**config.mk**
```make
export PLATFORM = sky130hd
export DESIGN_NAME = instr_fetch
export DESIGN_NICKNAME = d
export VERILOG_FILES = /design/src/rtl/instr_fetch.sv
export SDC_FILE = /design/constraint.sdc
export NUM_CORES = 1
export LEC_CHECK = 0
export CAP_MARGIN = 40
export CORE_AREA = 3 3 129 131
export DETAILED_ROUTE_END_ITERATION = 6
export DIE_AREA = 0 0 132 134
export PLACE_DENSITY = 0.79
export SLEW_MARGIN = 0
export SYNTH_ARGS = -nofsm -noshare
export SYNTH_HDL_FRONTEND = slang
export SYNTH_SLANG_ARGS = --single-unit
```
**constraint.sdc**
```tcl
create_clock -name clock -period 5.52 [get_ports clock]
set_input_delay 0.552 -clock clock [delete_from_list [all_inputs] [get_ports clock]]
set_output_delay 0.552 -clock clock [all_outputs]
set_load 0.02 [all_outputs]
```
**src/rtl/instr_fetch.sv**
```systemverilog
// Instruction fetch unit: issues memory reads at fetch_pc, latches the returned
// word into IR and holds it until the control unit acknowledges or redirects.
module instr_fetch #(
    parameter int          MEM_LAT  = 2,
    parameter logic [31:0] RESET_PC = 32'h0000_0000
) (
    input  logic        clock,
    input  logic        reset,
    input  logic        pc_load,
    input  logic [31:0] pc_next,
    input  logic        instr_ack,
    input  logic [31:0] mem_rdata,
    output logic        mem_rd,
    output logic [31:0] mem_addr,
    output logic        instr_valid,
    output logic [31:0] instr_pc,
    output logic [31:0] pc_plus4,
    output logic [5:0]  opcode,
    output logic [4:0]  rs,
    output logic [4:0]  rt,
    output logic [4:0]  rd,
    output logic [4:0]  shamt,
    output logic [5:0]  funct,
    output logic [15:0] imm16,
    output logic [25:0] jaddr,
    output logic [31:0] fetch_count
);

    typedef enum logic [2:0] {
        ST_RESET,
        ST_ISSUE,
        ST_WAIT,
        ST_LATCH,
        ST_HOLD
    } state_t;

    localparam logic [3:0] LAT_M1 = 4'(MEM_LAT - 1);

    state_t      state_q, state_d;
    logic [31:0] fetch_pc_q, fetch_pc_d;
    logic [31:0] ir_q, ir_d;
    logic [31:0] instr_pc_q, instr_pc_d;
    logic [31:0] fetch_count_q, fetch_count_d;
    logic [3:0]  lat_cnt_q, lat_cnt_d;
    logic        redirect;
    logic        unused_pc_bits;

    // A redirect wins over everything except the post-reset settling cycle.
    assign redirect       = pc_load && (state_q != ST_RESET);
    assign unused_pc_bits = ^pc_next[1:0];

    always_ff @(posedge clock or posedge reset) begin
        if (reset) begin
            state_q       <= ST_RESET;
            fetch_pc_q    <= RESET_PC;
            ir_q          <= 32'h0;
            instr_pc_q    <= 32'h0;
            fetch_count_q <= 32'h0;
            lat_cnt_q     <= 4'h0;
        end else begin
            state_q       <= state_d;
            fetch_pc_q    <= fetch_pc_d;
            ir_q          <= ir_d;
            instr_pc_q    <= instr_pc_d;
            fetch_count_q <= fetch_count_d;
            lat_cnt_q     <= lat_cnt_d;
        end
    end

    always_comb begin
        state_d = state_q;
        if (redirect) begin
            state_d = ST_ISSUE;
        end else begin
            case (state_q)
                ST_RESET: state_d = ST_ISSUE;
                ST_ISSUE: state_d = (MEM_LAT == 1) ? ST_LATCH : ST_WAIT;
                ST_WAIT:  if (lat_cnt_q <= 4'd1) state_d = ST_LATCH;
                ST_LATCH: state_d = ST_HOLD;
                ST_HOLD:  if (instr_ack) state_d = ST_ISSUE;
                default:  state_d = ST_RESET;
            endcase
        end
    end

    always_comb begin
        fetch_pc_d    = fetch_pc_q;
        ir_d          = ir_q;
        instr_pc_d    = instr_pc_q;
        fetch_count_d = fetch_count_q;
        lat_cnt_d     = lat_cnt_q;
        if (redirect) begin
            fetch_pc_d = {pc_next[31:2], 2'b00};
        end else begin
            case (state_q)
                ST_ISSUE: lat_cnt_d = LAT_M1;
                ST_WAIT:  lat_cnt_d = lat_cnt_q - 4'd1;
                ST_LATCH: begin
                    ir_d          = mem_rdata;
                    instr_pc_d    = fetch_pc_q;
                    fetch_pc_d    = fetch_pc_q + 32'd4;
                    fetch_count_d = fetch_count_q + 32'd1;
                end
                default: ;
            endcase
        end
    end

    always_comb begin
        mem_rd      = 1'b0;
        instr_valid = 1'b0;
        case (state_q)
            ST_ISSUE, ST_WAIT, ST_LATCH: mem_rd = 1'b1;
            ST_HOLD:                     instr_valid = 1'b1;
            default: ;
        endcase
    end

    assign mem_addr    = fetch_pc_q;
    assign instr_pc    = instr_pc_q;
    assign pc_plus4    = instr_pc_q + 32'd4;
    assign fetch_count = fetch_count_q;
    assign opcode      = ir_q[31:26];
    assign rs          = ir_q[25:21];
    assign rt          = ir_q[20:16];
    assign rd          = ir_q[15:11];
    assign shamt       = ir_q[10:6];
    assign funct       = ir_q[5:0];
    assign imm16       = ir_q[15:0];
    assign jaddr       = ir_q[25:0];

endmodule
```
==> results of run 1 <==
through the flow:
step           hold WS (ps)  utilization  setup slack (ps)  power [mW]  cell area (µm²)
3_3_place_gp            456        0.593              2450        4.41             9320
5_1_grt                 503        0.637              1830        5.97            10000
4_1_cts                 479        0.637              1960        5.73            10000
3_5_place_dp            466        0.595              2410        4.46             9340
2_1_floorplan           520            -              1470        3.21             6840
6_report                477        0.637              1990        5.68            10000
logic make-up after synthesis:
logic type | count (synthesis) | synth area share
AO/OA/AOI/OAI | 83 | 0.0758
XOR/XNOR | 73 | 0.0937
adder cells (fa/ha/maj) | 5 | 0.00917
buffers and inverters | 91 | 0.0780
flip-flops | 131 | 0.481
other | 1 | 0.000550
AND/OR/NAND/NOR | 379 | 0.262
power breakdown:
group	switching [mW]	leakage, nW	internal [mW]
logic	1.39	2.34	1.28
clock network	0.418	0.319	0.824
registers	0.472	1.66	1.29
cells in the mapped netlist (all sizes together) (2+ instances only):
| library cell | count | area, µm² |
|---|---|---|
| or2 | 2 | 12.5 |
| nand3b | 2 | 15.0 |
| nand4 | 25 | 178 |
| and4 | 9 | 78.8 |
| o311ai | 2 | 17.5 |
| nand2 | 220 | 826 |
| o21ai | 24 | 120 |
| nor2b | 2 | 12.5 |
| buf | 61 | 419 |
| nor3 | 12 | 87.6 |
| inv | 11 | 41.3 |
| and3 | 6 | 37.5 |
| xor2 | 21 | 184 |
| and2 | 3 | 18.8 |
| o22ai | 12 | 75.1 |
| nor2 | 43 | 161 |
| a221o | 9 | 90.1 |
| nand3 | 40 | 205 |
| a21oi | 23 | 115 |
| xnor2 | 52 | 455 |
| dfrtp | 131 | 3280 |
| clkbuf | 19 | 71.3 |
| nor3b | 3 | 22.5 |
| nor4 | 9 | 101 |
| a31oi | 4 | 25.0 |
| ha | 5 | 62.6 |
layout make-up:
| type | instances | area (µm²) |
|---|---|---|
| repair buffers | 269 | 2700 |
| well taps | 216 | 270 |
| clock buffers | 19 | 453 |
| flip-flops and latches | 131 | 3280 |
| multi-input cells | 546 | 3050 |
| fillers | 1293 | 5710 |
| inverters | 11 | 46.3 |
| clock inverters | 13 | 206 |
worst register-to-register path, stage by stage, from the launching register on:
cell and delay [ps]:
dfrtp_1 540, nor2_1 160, nand3_4 300, buf_4 670
o21ai_0 260, a221o_1 320
sequential cells by signal, indices dropped and copies added, names as in the netlist:
signal,count
ir_q,32
mem_addr,30
lat_cnt_q,4
instr_pc,30
fetch_count,32
state_q,3
routing by layer:
metal | wire length [µm] | part of all wire | global-route usage
met3 | 1320 | 0.066 | 0.0503
met2 | 9830 | 0.49 | 0.376
met5 | 0 | 0 | 0
met1 | 8250 | 0.41 | 0.287
met4 | 526 | 0.026 | 0.0904
worst paths after layout:
| check | to | slack (ps) | depth (start not counted) |
|---|---|---|---|
| min | fetch_count[31]$_DFFE_PP0P_ | 480 | 1 |
| max | pc_plus4[31] | 1990 | 6 |
| max reg2reg | mem_addr[11]$_DFFE_PP0P_ | 3150 | 5 |
| min reg2reg | fetch_count[31]$_DFFE_PP0P_ | 480 | 1 |
| min in group asynchronous | fetch_count[26]$_DFFE_PP0P_ | 610 | 3 |
| max in group asynchronous | ir_q[1]$_DFFE_PP0P_ | 3960 | 4 |
==> metrics.md, run 1 <==
| Metric | Value |
|---|---|
| Core area | `roughly 16000 µm²` |
| Final setup fails | `0` |
| Period utilization | `0.639` |
| Clock root buffer master | `clkbuf_16` |
| Top-Level Pins | `~270` |
| ANT cells | `0` |
| Slew @ Worst Pin | `~770 ps` |
| Crit path time final | `about 3500 ps` |
| Drt first pass iters | `5` |
| Post-Synthesis Cells | `~760` |
| Yosys warns | `0` |
| Commonest non-fill, non-tap cell in the layout | `clkdlybuf4s50_1` |
| Routed vias/inst | `5.14` |
| Initial antenna violation count | `0` |
| Port bufs | `263` |
| Required @ worst endpoint | `around 5000 ps` |
| Slew Limit Fails | `0` |
| Hold_sp | `fetch_count[31]$_DFFE_PP0P_` |
| Fmax | `roughly 0.28 GHz` |
| CTS tree | `done` |
| Die W | `132 µm` |
| First-pass GRT wire length | `32400 µm` |
| Crit-path max FO | `6` |
| Mapped cell area | `between 6000 and 7000 µm²` |
| Top FF cell, synth | `dfrtp_1` |
| Peak supply drop | `about 0.00031 V` |
| Clock Latency Late Sink | `about 400 ps` |
| Vias | `about 6200` |
| Row cnt | `46` |
| Max stage delay on crit path | `620 ps` |
| HPWL Detailed | `14400 µm` |
| Residual DRC count | `0` |
| Routed Antenna Nets | `0` |
| Sink Count | `131` |
| Delay-heaviest family, CP | `simple AND/OR/NAND/NOR gates` |
| Die height | `134 µm` |
| Post-CTS setup buffer count | `0` |
| CTS buffer count | `17` |
| Worst EP arrival | `2970 ps` |
| Initial drt markers | `~430` |
| Register area share after synthesis | `0.481` |
| Nets | `roughly 1000` |
| Setup Skew | `9.14 ps` |
| Critical path class | `flip-flop to primary output` |
| Slew HR | `0.485` |
| CP max stage cell | `clkdlybuf4s50_1` |
| Final Hold Fails | `0` |
| Dpl cells | `1173` |
| Deepest clock path buffer count | `2` |
| FF+latch count, synth | `about 130` |
| Status | `finished clean` |
| Max-cap viol count | `0` |
| Global placement routability congestion | `0.884` |
| Post-synth EDFFs | `0` |
| Setup crit start | `instr_pc[5]$_DFFE_PP0P_` |
| Critical R2R Launch | `state_q[2]$_DFFE_PP0P_` |
| Startpoint type of the worst setup path | `flip-flop` |
| Setup total negative slack | `0 ps` |
| Hold buffers post-CTS | `0` |
| CTS H-Tree Depth | `4` |
| Global Route Usage Sum | `0.226` |
| P&R area growth vs syn | `46.6%` |
| Initial Util | `0.434` |
| Avg Cell Area, Syn | `8.94 µm²` |
| Number of global-route vias before repair | `roughly 6000` |
| Clock transition at path regs | `roughly 60 ps` |
| Power Density | `roughly 570 nW/µm²` |
| Global route overflow | `0` |
| FFs w/ async S/R, synth | `1.00` |
| Hold Path Class | `flip-flop to flip-flop` |
| Distinct cells, synth | `47` |
| Commonest non-fill, non-tap cells in the layout | `clkdlybuf4s50_1, nand2_1, dfrtp_1` |
| Crit. End Element | `primary output` |
| CP cell instances | `and3_1 -> nand3_1 -> nor4_4 -> nand4_1 -> xnor2_1 -> clkdlybuf4s50_1` |
| Share of cells above drive strength 1 | `0.0546` |
| Detailed Route WL | `approximately 20000 µm` |
| Die area | `17700 µm²` |
| Leakage power | `between 4 and 5 nW` |
| RSZ-0062 raised after global routing | `false` |
| CTS resizes | `0` |
| Pin count of the biggest net entering global routing | `92` |
| Wire per inst | `roughly 17 µm` |
| Final cell count without fillers | `approximately 1200` |
| CP bufs+invs | `1` |
Power figures use the tool's default switching activity.
==> run 2, diff against run 1 <==
CORE_AREA = 3 3 135 137   (was 3 3 129 131)
DIE_AREA = 0 0 138 140   (was 0 0 132 134)
PLACE_DENSITY = 0.76   (was 0.79)
clock period = 3 ns   (was 5.52 ns; I/O delays follow)
==> metrics.md, run 2 (synthesized netlist as in run 1, its figures left out) <==
| Metric | Value |
|---|---|
| Global route overflow | `0 (unchanged)` |
| Die area | `19300 µm² (+9.2%)` |
| Pin count of the biggest net entering global routing | `57 (-38%)` |
| Initial antenna violation count | `1 (+1)` |
| Global Route Usage Sum | `0.210 (-0.0160)` |
| Die W | `138 µm (+4.5%)` |
| Commonest non-fill, non-tap cell in the layout | `clkdlybuf4s50_1` |
| Required @ worst endpoint | `2700 ps (-2270 ps)` |
| Status | `finished clean` |
| Drt first pass iters | `5 (unchanged)` |
| Slew Limit Fails | `0 (unchanged)` |
| Power Density | `1020 nW/µm² (+80%)` |
| Final Hold Fails | `0 (unchanged)` |
| Hold WS | `343 ps (-134 ps)` |
| P&R area growth vs syn | `47.0%` |
| Row cnt | `48 (+4.3%)` |
| Crit-path max FO | `6 (unchanged)` |
| Period utilization | `0.947` |
| RSZ-0062 raised after global routing | `false` |
| Die height | `140 µm (+4.5%)` |
| Total power | `10.2 mW (+80%)` |
| Routed vias/inst | `5.10 (-0.92%)` |
| Fmax | `~0.35 GHz` |
| CTS H-Tree Depth | `4 (unchanged)` |
| Worst EP arrival | `2540 ps (-430 ps)` |
| Hold Path Class | `input pin to async pin` |
| CTS tree | `done` |
| HPWL Detailed | `15200 µm (+5.8%)` |
| Clock root buffer master | `clkbuf_16` |
| Final cell count without fillers | `1223 (+1.5%)` |
| Initial drt markers | `269 (-37%)` |
| Critical path class | `flip-flop to primary output` |
| Nets | `1057 (+0.76%)` |
| Top-Level Pins | `272 (unchanged)` |
| # fillers | `1499 (+16%)` |
| Detailed Route WL | `20600 µm (+3.5%)` |
| Leakage power | `4.42 nW (+2.2%)` |
| Proportion of power drawn by the clock network | `0.201 (-0.018)` |
| Setup total negative slack | `0 ps (unchanged)` |
| Switching fraction of total power | `0.412 (+0.00967)` |
| Share of cells above drive strength 1 | `0.0632 (+0.00859)` |
| Deepest clock path buffer count | `2 (unchanged)` |
| Routed Antenna Nets | `0 (unchanged)` |
| Fin util | `0.584 (-0.0527)` |
| Seq pwr share | `0.316 (+0.006)` |
| Initial Util | `0.397 (-0.0370)` |
| Max-cap viol count | `0 (unchanged)` |
| Combinational group share of total power | `0.483 (+0.011)` |
| Global placement routability congestion | `0.827 (-6.5%)` |
| Wire per inst | `16.9 µm (+1.9%)` |
| Slew @ Worst Pin | `674 ps (-98.0 ps)` |
| CTS buffer count | `17 (unchanged)` |
| Sink Count | `131 (unchanged)` |
| Crit path time final | `roughly 2800 ps` |
| Vias | `6233 (+0.56%)` |
| Number of global-route vias before repair | `6049 (+0.45%)` |
| Psw | `4.21 mW (+85%)` |
| Crit. End Element | `primary output` |
| Dpl cells | `1189 (+1.4%)` |
| Final setup fails | `0 (unchanged)` |
| Clock Latency Late Sink | `410 ps (about the same)` |
| Slew HR | `0.550 (+0.0644)` |
| Core area | `17200 µm² (+9.3%)` |
| Startpoint type of the worst setup path | `flip-flop` |
| Clock transition at path regs | `60 ps (about the same)` |
| Port bufs | `263 (unchanged)` |
| First-pass GRT wire length | `33000 µm (+2.0%)` |
| Residual DRC count | `0 (unchanged)` |
| Setup Skew | `8.91 ps (-0.227 ps)` |
| P_int | `6.02 mW (+77%)` |
| Commonest non-fill, non-tap cells in the layout | `clkdlybuf4s50_1, nand2_1, dfrtp_1` |
| Peak supply drop | `0.000532 V (+74%)` |
| Worst reg2reg path depth | `5 (unchanged)` |
| Hold buffers post-CTS | `0 (unchanged)` |
run 2: cell count changes in the layout (fill, tap and decap cells not counted), moves of 3 or more:
cell | before | now
clkdlybuf4s50_1 | 263 | 249
clkinvlp_4 | 2 | 5
bufinv_16 | 5 | 2
dlygate4sd2_1 | 0 | 7
buf_4 | 5 | 12
clkinv_4 | 3 | 0
clkbuf_1 | 0 | 3
dlymetal6s2s_1 | 0 | 7
run 2: final timing paths:
| path | start | endpoint | slack (ps) |
|---|---|---|---|
| worst max register to register | state_q[0]$_DFFE_PP0P_ | fetch_count[23]$_DFFE_PP0P_ | 750 |
| worst max-delay path | instr_pc[4]$_DFFE_PP0P_ | pc_plus4[13] | 160 |
| worst min register to register | ir_q[28]$_DFFE_PP0P_ | ir_q[28]$_DFFE_PP0P_ | 470 |
| min in group clock | mem_rdata[18] | ir_q[18]$_DFFE_PP0P_ | 410 |
| max in group asynchronous | reset | ir_q[7]$_DFFE_PP0P_ | 1950 |
| worst min-delay path | reset | fetch_count[30]$_DFFE_PP0P_ | 340 |
run 2: repair_timing:
action	CTS	global route
resized for setup	8	10
pin swaps	2	0
setup buffers	1	0
endpoints found under the setup margin	12	10
run 2: critical path, stage by stage (launching register included):
cell             delay, ps
dfrtp_1                420
and3_1                 230
nand3_1                220
buf_4                  230
nor2_2                 180
nand2_1                 90
xnor2_1                130
clkdlybuf4s50_1        620
run 2: cell type report:
class                           instances  area [µm²]  share of cell area
Multi-Input combinational cell        546        3060               0.305
Inverter                               11        45.0             0.00449
Tap cell                              225         282              0.0281
Clock inverter                          8         100             0.00998
Clock buffer                           24         492              0.0490
Antenna cell                            1        2.50            0.000250
Sequential cell                       131        3280               0.327
Timing Repair Buffer                  277        2770               0.276
run 2: per-layer routing:
layer  share of wire  global-route usage
met5               0                   0
met4           0.018              0.0593
met3           0.058              0.0512
met2            0.50               0.359
met1            0.42               0.265
run 2: power by group through the flow:
stage          clock, mW  sequential, mW  combinational [mW]
2_1_floorplan          0            3.72                2.19
3_3_place_gp           0            3.21                4.95
3_5_place_dp           0            3.24                5.01
4_1_cts             2.12            3.23                5.00
5_1_grt             2.19            3.35                5.24
6_report            2.06            3.24                4.94
run 2: through the flow:
| stage | setup WS [ps] | instance area [µm²] |
|---|---|---|
| after detailed placement | 282 | 9410 |
| after floorplan | 737 | 6840 |
| final | 160 | 10000 |
| after CTS | 5.12 | 10000 |
| after global placement | 319 | 9410 |
| after global routing | 12.8 | 10000 |
